==> src/rtl/uart_loopback_engine.sv <==
// Hardware echo stage: pops bytes from the UART RX FIFO, optionally upper-cases them and
// expands CR into CR LF, then pushes them into the TX FIFO under the TX full flag.
module uart_loopback_engine #(
    parameter bit          CR_EXPAND   = 1'b1,
    parameter bit          UPPERCASE   = 1'b0,
    parameter int unsigned COUNT_WIDTH = 16
) (
    input  logic                   clk,
    input  logic                   reset,
    input  logic                   enable,
    input  logic                   clear_count,
    input  logic [7:0]             rx_data_in,
    input  logic                   rx_data_present,
    output logic                   rx_read_ack,
    output logic [7:0]             tx_data_out,
    output logic                   tx_write,
    input  logic                   tx_buffer_full,
    output logic                   busy,
    output logic                   tx_stall,
    output logic [COUNT_WIDTH-1:0] byte_count
);

    typedef enum logic [1:0] {StIdle, StSend, StLf, StGap} state_e;

    state_e                 state_q, state_d;
    logic [7:0]             byte_q, byte_d;
    logic                   pend_lf_q, pend_lf_d;
    logic                   ack_q, ack_d;
    logic [7:0]             tx_data_q, tx_data_d;
    logic                   tx_write_q, tx_write_d;
    logic                   busy_q, busy_d;
    logic                   stall_q, stall_d;
    logic [COUNT_WIDTH-1:0] count_q, count_d;

    // Lower-case ASCII letters map to upper case when UPPERCASE is set.
    function automatic logic [7:0] xform(input logic [7:0] b);
        if (UPPERCASE && (b >= 8'h61) && (b <= 8'h7A)) begin
            return b - 8'h20;
        end
        return b;
    endfunction

    // Next-state and registered-output logic for the pop/push sequencer.
    always_comb begin
        state_d    = state_q;
        byte_d     = byte_q;
        pend_lf_d  = pend_lf_q;
        ack_d      = 1'b0;
        tx_data_d  = tx_data_q;
        tx_write_d = 1'b0;
        stall_d    = 1'b0;
        unique case (state_q)
            StIdle: begin
                if (enable && rx_data_present) begin
                    byte_d    = xform(rx_data_in);
                    pend_lf_d = CR_EXPAND && (rx_data_in == 8'h0D);
                    ack_d     = 1'b1;
                    state_d   = StSend;
                end
            end
            StSend, StLf: begin
                if (!tx_buffer_full) begin
                    tx_write_d = 1'b1;
                    tx_data_d  = (state_q == StLf) ? 8'h0A : byte_q;
                    state_d    = StGap;
                end else begin
                    stall_d = 1'b1;
                end
            end
            StGap: begin
                // Idle cycle lets the TX full flag catch up with the push just made.
                if (pend_lf_q) begin
                    pend_lf_d = 1'b0;
                    state_d   = StLf;
                end else begin
                    state_d = StIdle;
                end
            end
            default: state_d = StIdle;
        endcase
        busy_d = (state_d != StIdle);
    end

    // Byte counter: counts each cycle tx_write is high; clear has priority.
    always_comb begin
        count_d = count_q;
        if (clear_count) begin
            count_d = '0;
        end else if (tx_write_q) begin
            count_d = count_q + 1'b1;
        end
    end

    // State and output registers, cleared asynchronously.
    always_ff @(posedge clk or posedge reset) begin
        if (reset) begin
            state_q    <= StIdle;
            byte_q     <= 8'h00;
            pend_lf_q  <= 1'b0;
            ack_q      <= 1'b0;
            tx_data_q  <= 8'h00;
            tx_write_q <= 1'b0;
            busy_q     <= 1'b0;
            stall_q    <= 1'b0;
            count_q    <= '0;
        end else begin
            state_q    <= state_d;
            byte_q     <= byte_d;
            pend_lf_q  <= pend_lf_d;
            ack_q      <= ack_d;
            tx_data_q  <= tx_data_d;
            tx_write_q <= tx_write_d;
            busy_q     <= busy_d;
            stall_q    <= stall_d;
            count_q    <= count_d;
        end
    end

    assign rx_read_ack = ack_q;
    assign tx_data_out = tx_data_q;
    assign tx_write    = tx_write_q;
    assign busy        = busy_q;
    assign tx_stall    = stall_q;
    assign byte_count  = count_q;

endmodule

==> config.mk <==
export PLATFORM = sky130hd
export DESIGN_NAME = uart_loopback_engine
export DESIGN_NICKNAME = d
export VERILOG_FILES = /design/src/rtl/uart_loopback_engine.sv
export SDC_FILE = /design/constraint.sdc
export NUM_CORES = 1
export LEC_CHECK = 0
export ABC_AREA = 1
export BUFFER_PORTS_ARGS = -buffer_cell sky130_fd_sc_hd__buf_2
export CAP_MARGIN = 10
export CORE_MARGIN = 10
export CORE_UTILIZATION = 55
export CTS_BUF_LIST = sky130_fd_sc_hd__clkbuf_16
export DETAILED_ROUTE_END_ITERATION = 12
export GPL_TIMING_DRIVEN = 0
export PLACE_DENSITY_LB_ADDON = 0.05
export SLEW_MARGIN = 30
export SYNTH_ARGS = -nofsm -noshare
export SYNTH_HDL_FRONTEND = slang
export SYNTH_SLANG_ARGS = --single-unit
==> constraint.sdc <==
create_clock -name clk -period 3.3 [get_ports clk]
set_input_delay 0.33 -clock clk [delete_from_list [all_inputs] [get_ports clk]]
set_output_delay 0.33 -clock clk [all_outputs]
set_load 0.02 [all_outputs]
== After elaboration in Yosys (flattened, before gate mapping) ==
Cells that the tools add are included.

* Equality and inequality tests: 5
* Multiplexer cells: 15
* Shift operators: 0
* $add $sub $neg: 1
* Magnitude comparators: 0
* Bitwise gates (word level): 1
* Reduce and logical (&&, ||, !) cells: 9
* Multiply operators: 0
* Div/mod/pow operators: 0

{| class="wikitable"
|+ Operators with widths
! kind !! number
|-
| $mux 16 || 2
|-
| $add 16x1->16 const B || 1
|-
| $eq 8x4->1 const B || 1
|-
| $mux 8 || 1
|-
| $mux 1 || 7
|-
| $mux 2 || 3
|-
| $pmux 2 s3 || 1
|-
| $reduce_and 2->1 || 3
|-
| $reduce_bool 2->1 || 3
|-
| $eq 2x2->1 const B || 2
|-
| $eq 2x1->1 const B || 1
|-
| $logic_not 2->1 || 1
|-
| $ne 2x2->1 const B || 1
|-
| $pmux 1 s2 || 1
|-
| $reduce_or 2->1 || 1
|-
| $logic_and 1x1->1 || 1
|-
| $not 1->1 || 1
|}

* Memory bits (writable): 0
* Memories kept: 0
* Bits in latches: 0
* ROM bits: 0
* Bits in registers: 39
* Output and inout port bits: 28
* Bits of input ports: 14

== Longest topological paths before layout ==
Gate-level depths: netlist (run 1).

* Depth after elaboration: 4
* Mapped depth: 8
* Gate-level depth less buffers: 8

== Worst setup path after synthesis (run 1) ==
OpenSTA, ideal clock, no wires.

* Path kind: reg2reg
* Start: register count_q[0] (netlist: byte_count[0])
* End: register count_q[6] (netlist: byte_count[6])
* Arrival time: 1.250 ns
* Library setup time: 0.123 ns
* Slack: 1.926 ns
* Stages on the path, launching flop included: 7
* Data required time: 3.177 ns
* Cells stage by stage: dfrtp_1 -> ha_1 -> nand3_1 -> nor2_1 -> nand2_1 -> o21ai_0 -> a21oi_1

* Word-level cells in the longest chain between the ends: 3

{| class="wikitable"
|+ Ends and longest elaborated chain
! what !! RTL line !! text
|-
| from (decl) || 33 || <nowiki>logic [COUNT_WIDTH-1:0] count_q, count_d;</nowiki>
|-
| from (signal assigned) || 115 || <nowiki>count_q <= count_d;</nowiki>
|-
| $add 16x1->16 || 90 || <nowiki>count_d = count_q + 1'b1;</nowiki>
|-
| $mux 16 || 89 || <nowiki>end else if (tx_write_q) begin</nowiki>
|-
| $mux 16 || 87 || <nowiki>if (clear_count) begin</nowiki>
|}

Every way passes these cells. The select of a mux whose other input is x is not followed.
A chain may end at the register's enable or synchronous reset.

== Worst setup path after layout (run 1) ==
* Start: register state_q[0]
* End: register byte_q[6]

* Word-level cells in the longest chain between the ends: 2

{| class="wikitable"
|+ Ends and longest elaborated chain
! what !! RTL line !! text
|-
| from (decl) || 25 || <nowiki>state_e state_q, state_d;</nowiki>
|-
| from (signal assigned) || 97 || <nowiki>state_q <= StIdle;</nowiki>
|-
| from (signal assigned) || 107 || <nowiki>state_q <= state_d;</nowiki>
|-
| $logic_not 2->1 || 52 || <nowiki>unique case (state_q)</nowiki>
|-
| $reduce_and 2->1 (no source line) || - ||
|-
| to (signal assigned) || 108 || <nowiki>byte_q <= byte_d;</nowiki>
|-
| to (decl) || 26 || <nowiki>logic [7:0] byte_q, byte_d;</nowiki>
|}

Every way passes these cells.

==> results.toml, run 1 <==
[run_status]
outcome = "completed"

[finish]
syn_to_final_growth_pct = 22.1
post_layout_nonfiller_instances = 315
drive_gt1_share_pct = 21.9
utilization_pct = 69.2
fin_nets = 288
fillers = 301
antenna_cells = 0

[synthesis]
ys_top_cells_by_area = "dfrtp_1 52%, nand2_1 10%, inv_1 5.6%, o21ai_0 5.6%, nor2_1 5.2%"
synth_cells = 222
avgSynthCellArea_sq_um = 8.45
ys_seq_area_share_pct = 52.0
synth-seq-cells = 39
synth_edf_count = 0
syn_nets = 240
synth_top_area_share_pct = 52.0
yosysMostFrequentCell = "nand2_1"
yosysUniqueCellTypes = 24
ys.flop_type = "dfrtp_1"
synthTopCellsByCount = "51 x nand2_1, 39 x dfrtp_1, 28 x inv_1"
syn_area_sq_um = 1880
synth_top_area_cell = "dfrtp_1"
yosysWarnings = 0
async_flop_share_pct = 100

[route]
detailroute.via_count = 1560
vias_per_cell = 4.95
drtAntennaViolNets = 0
wire_per_inst_microns = 12.6
drt_pre_antenna_iters = 4
drc = 0
first_iter_violations = 80
routed_wl_microns = 3960

[setup_path]
rr_worst_depth = 8
crit_start = "state_q[0]"
crit_path_end_kind = "flop"
endpoint = "byte_q[6]"
reg2reg_to = "byte_q[6]"
worstPathMaxFanout = 10
cp-start-kind = "flop"
path_class = "reg2reg"
r2r_setup_slack_ns = 1.76
reg2reg_from = "state_q[0]"
crit_required_ns = 3.45
arrival_ns = 1.69

[worst_hold_path]
hold_class = "in2async"

[timing]
post-route-period-util_pct = 46.6
max_freq_mhz = 651
fin_skew_ns = 0.00225
fin_crit_ns = 1.54
rsz0062_at_grt = "false"
setup_violations = 0
hold_viol = 0
tightest_slew_ns = 0.405
slew_viol_final = 0
max_slew_margin_pct = 72.9
timing.hold.ws_ns = 0.0422
tns_ns = 0

[power_and_ir_drop]
internal-power_mw = 1.04
pwr-share-seq_pct = 43.1
ir_drop_v = 0.000472
p_sw_share_pct = 34.7
power_density_nw_per_um2 = 695
fin_total_pwr_mw = 1.59
combPwrFrac_pct = 29.9
p_clk_share_pct = 27.0
p_sw_mw = 0.553
p_leak_nw = 1.27

[floorplanning]
core_sq_um = 3310
io_pins = 42
die_w_microns = 78.4
rows = 21
die_y_microns = 78.4
start_util_pct = 56.7
dieArea_sq_um = 6150

[clock_network]
clock-root-buffer = "clkbuf_16"
cts_buffers = 5
cts_num_sinks = 39
htreeDepth = 2
cts_tree = "done"
cts_max_path_buffers = 2
post_cts_buffers = 0
ctsHoldBuffers = 0
clk_latency_ns = 0.27
post_cts_resized = 0
clkSlewWorstSetupHoldPaths_ns = 0.05

[flow_run]
cap_violations = 0

[global_routing]
grt_max_degree = 24
grt-ovfl-total = 0
track_usage_pct = 13.9
grt_pass1_vias = 1623
grt_pass1_wl_microns = 7010
antenna_found_initial = 0

[place]
io_buffer_count = 40
post-dp-hpwl_microns = 3160
dp.cells = 309
gp_congestion = 0.753
-- through the flow --
stage	worst slack (ns)	instance area [sq um]
finish	1.76	2290
global route	1.57	2290
CTS	1.74	2290
detailed placement	1.76	2160
global placement	1.58	2130
floorplan	1.93	1880
-- power by group through the flow --
stage | Sequential [mW] | Combinational, mW | Clock (mW)
6_report | 0.686 | 0.477 | 0.431
5_1_grt | 0.705 | 0.551 | 0.465
4_1_cts | 0.688 | 0.488 | 0.442
3_5_place_dp | 0.696 | 0.486 | 0
3_3_place_gp | 0.692 | 0.474 | 0
2_1_floorplan | 0.765 | 0.256 | 0
-- per-layer routing --
| metal | up-vias | wire length (microns) | global-route usage [%] |
|---|---|---|---|
| li1 | 806 | - | - |
| met2 | 27 | 2140 | 25.1 |
| met5 | - | 0 | 0 |
| met1 | 721 | 1570 | 14.4 |
| met3 | 6 | 186 | 4.44 |
| met4 | 0 | 55 | 5.91 |
-- cell families (layout without fill, tap and decap cells) --
logic type / after synthesis / count (layout) / synth area share (%)
xor+xnor: 1 / 1 / 0.467
flops: 39 / 39 / 52.0
simple gates: 109 / 109 / 27.8
buf+inv: 33 / 80 / 7.33
compound gates: 36 / 36 / 9.73
fa+ha+maj: 4 / 4 / 2.67
-- layout make-up --
type	instances	area (sq um)	share of cell area, %
plain buffers	4	28.8	1.26
clock buffers	5	125	5.46
clock inverters	1	3.75	0.164
inverters	29	109	4.75
multi-input cells	150	763	33.3
flip-flops and latches	39	976	42.6
well taps	46	57.6	2.51
repair buffers	41	228	9.94
-- critical path, stage by stage (launching register included) --
cell and delay (ns):
dfrtp_1 0.41, inv_1 0.09, ha_1 0.25, inv_2 0.07, nor2_4 0.17, inv_1 0.11
buf_2 0.18, nand2_1 0.06, o21ai_0 0.07
-- placed cells by master, fill, tap and decap left out, drive strengths merged --
cell type   n
dfrtp      39
ha          4
o21ai      23
nand4       4
nor2       30
buf        43
inv        30
or2         1
nand2      52
clkbuf      7
nor3        4
and3        1
xnor2       1
a21oi      12
a211oi      1
nand3      17
-- state kept, by name, indices dropped and copies added, names as in the netlist, 2 cells and up --
name and flops:
tx_data_out 8, byte_q 8, byte_count 16, state_q 2
-- worst min path at each step --
stage,startpoint,to,cells after the start,slack [ns]
floorplan,clear_count,byte_count[0],1,0.40
global placement,byte_q[0],byte_q[0],2,0.46
detailed placement,reset,busy,2,0.34
CTS,reset,busy,2,0.05
global route,reset,byte_count[11],2,0.06
finish,reset,rx_read_ack,2,0.04
(Power assumes the default switching activity.)
==> inputs of run 2 (changes only) <==
--- a/config.mk
+++ b/config.mk
@@ -9,7 +9,7 @@
 export BUFFER_PORTS_ARGS = -buffer_cell sky130_fd_sc_hd__buf_2
 export CAP_MARGIN = 10
 export CORE_MARGIN = 10
-export CORE_UTILIZATION = 55
+export CORE_UTILIZATION = 53
 export CTS_BUF_LIST = sky130_fd_sc_hd__clkbuf_16
 export DETAILED_ROUTE_END_ITERATION = 12
 export GPL_TIMING_DRIVEN = 0
==> constraint.sdc (replaced) <==
create_clock -name clk -period 1.46 [get_ports clk]
set_input_delay 0.146 -clock clk [delete_from_list [all_inputs] [get_ports clk]]
set_output_delay 0.146 -clock clk [all_outputs]
set_load 0.02 [all_outputs]
==> run 2 against run 1 <==
- total power is 140% higher
- global-route usage is 0.86 points higher
- critical path type unchanged
- sequential share of layout area is 1.9 points lower
==> results.toml, run 2 (synthesized netlist as in run 1, its figures left out) <==
[global_routing]
antenna_found_initial = 0
track_usage_pct = 14.7
grt_pass1_wl_microns = 7570
grt_max_degree = 30
grt_pass1_vias = 1635
grt-ovfl-total = 0

[power_and_ir_drop]
ir_drop_v = 0.00121
power_density_nw_per_um2 = 1600
fin_total_pwr_mw = 3.84
p_leak_nw = 1.31

[worst_hold_path]
hold_class = "in2reg"

[timing]
hold_viol = 0
max_freq_mhz = 737
fin_skew_ns = 0.00420
tns_ns = 0
setup_slack_ns = 0.102
timing.hold.ws_ns = 0.0822
max_slew_margin_pct = 78.4
setup_violations = 0
tightest_slew_ns = 0.324
slew_viol_final = 0
fin_crit_ns = 1.36
post-route-period-util_pct = 93.0

[finish]
fin_area_sq_um = 2400
fillers = 278
final_cell_mix = "50 x nand2_1, 41 x buf_2, 39 x dfrtp_1"
drive_gt1_share_pct = 26.7
syn_to_final_growth_pct = 27.7
utilization_pct = 70.7
fin_nets = 295
antenna_cells = 0
largest_reg_flops = 16
post_layout_nonfiller_instances = 323
final_common_cell = "nand2_1"

[setup_path]
slowest_stage = "dfrtp_1"
arrival_ns = 1.52
worstPathMaxFanout = 10
crit_path_end_kind = "flop"
crit_required_ns = 1.62
critPathTopFamily = "buffers and inverters"
path_class = "reg2reg"
crit_top_cell = "inv_2"
cp-start-kind = "flop"
cp_cell_sequence = "inv_2 > ha_4 > inv_2 > nor2_4 > inv_1 > clkbuf_4 > nand2_1 > o21ai_0"
crit_buf_inv = 4
worst_path_largest_cell_delay_ns = 0.40

[clock_network]
cts_max_path_buffers = 2
cts_tree = "done"
clock-root-buffer = "clkbuf_16"
cts_buffers = 5
cts_num_sinks = 39
clk_latency_ns = 0.28
htreeDepth = 2
clkSlewWorstSetupHoldPaths_ns = 0.06

[place]
io_buffer_count = 40
post-dp-hpwl_microns = 3090
dp.cells = 309
dp_slack_ns = -0.110
placed_area_sq_um = 2150
gp_congestion = 0.796

[flow_run]
cap_violations = 0

[route]
wire_per_inst_microns = 12.9
first_iter_violations = 78
drt_pre_antenna_iters = 4
detailroute.via_count = 1620
drtAntennaViolNets = 0
routed_wl_microns = 4180
vias_per_cell = 5.02
drc = 0

[floorplanning]
rows = 21
dieArea_sq_um = 6320
die_w_microns = 79.5
start_util_pct = 55.4
core_sq_um = 3390
io_pins = 42
die_y_microns = 79.5

[run_status]
outcome = "completed"
-- run 2: cell types whose count changed in the layout (fill, tap and decap cells not counted), sizes merged --
cell / change
clkbuf: +1
dlygate4sd3: +1
clkinv: +2
buf: +5
inv: -1
-- run 2: path summary, 6_finish.rpt --
kind                             endpoint  slack (ns)  cells past startpoint           from
setup / recovery                byte_q[1]        0.10                      8     state_q[0]
hold reg to reg                 byte_q[3]        0.48                      2      byte_q[3]
hold / removal                  byte_q[2]        0.08                      3  rx_data_in[2]
setup reg to reg                byte_q[1]        0.10                      8     state_q[0]
max in group asynchronous   byte_count[0]        0.69                      4          reset
min in group asynchronous  byte_count[15]        0.35                      3          reset
-- run 2: area by class of cell --
type                       count  area [sq um]  area share (%)
timing repair buffer          48           273            11.4
multi-input combinational    150           813            33.9
sequential                    39           976            40.7
clock inverter                 2          8.76           0.366
tap                           46          57.6            2.40
clock buffer                   5           125            5.22
buffer                         4          33.8            1.41
inverter                      29           109            4.54
-- run 2: what timing repair did --
action / CTS / global route
gates cloned: 1 / 0
hold buffers: 1 / 0
pin swaps: 1 / 4
buffers inserted: 3 / 2
endpoints found under the setup margin: 18 / 21
hold endpoints to repair: 10 / 0
gates resized for setup: 4 / 11
-- run 2: where the power goes --
part | total [mW] | leakage (nW) | internal, mW | switching, mW
registers | 1.55 | 0.513 | 1.37 | 0.184
clock network | 1.01 | 0.0671 | 0.613 | 0.401
logic | 1.27 | 0.725 | 0.492 | 0.783
-- run 2: routing by layer --
metal	share of wire [%]	global-route usage (%)	up-vias
met1	42	16.6	752
met4	0.77	4.84	0
li1	-	-	821
met5	0	0	-
met2	51	25.0	43
met3	5.7	5.63	4
-- run 2: worst register-to-register path, stage by stage (launching register included) --
cell,delay [ns]
dfrtp_1,0.40
inv_2,0.09
ha_4,0.17
inv_2,0.05
nor2_4,0.10
inv_1,0.10
clkbuf_4,0.19
nand2_1,0.07
o21ai_0,0.07
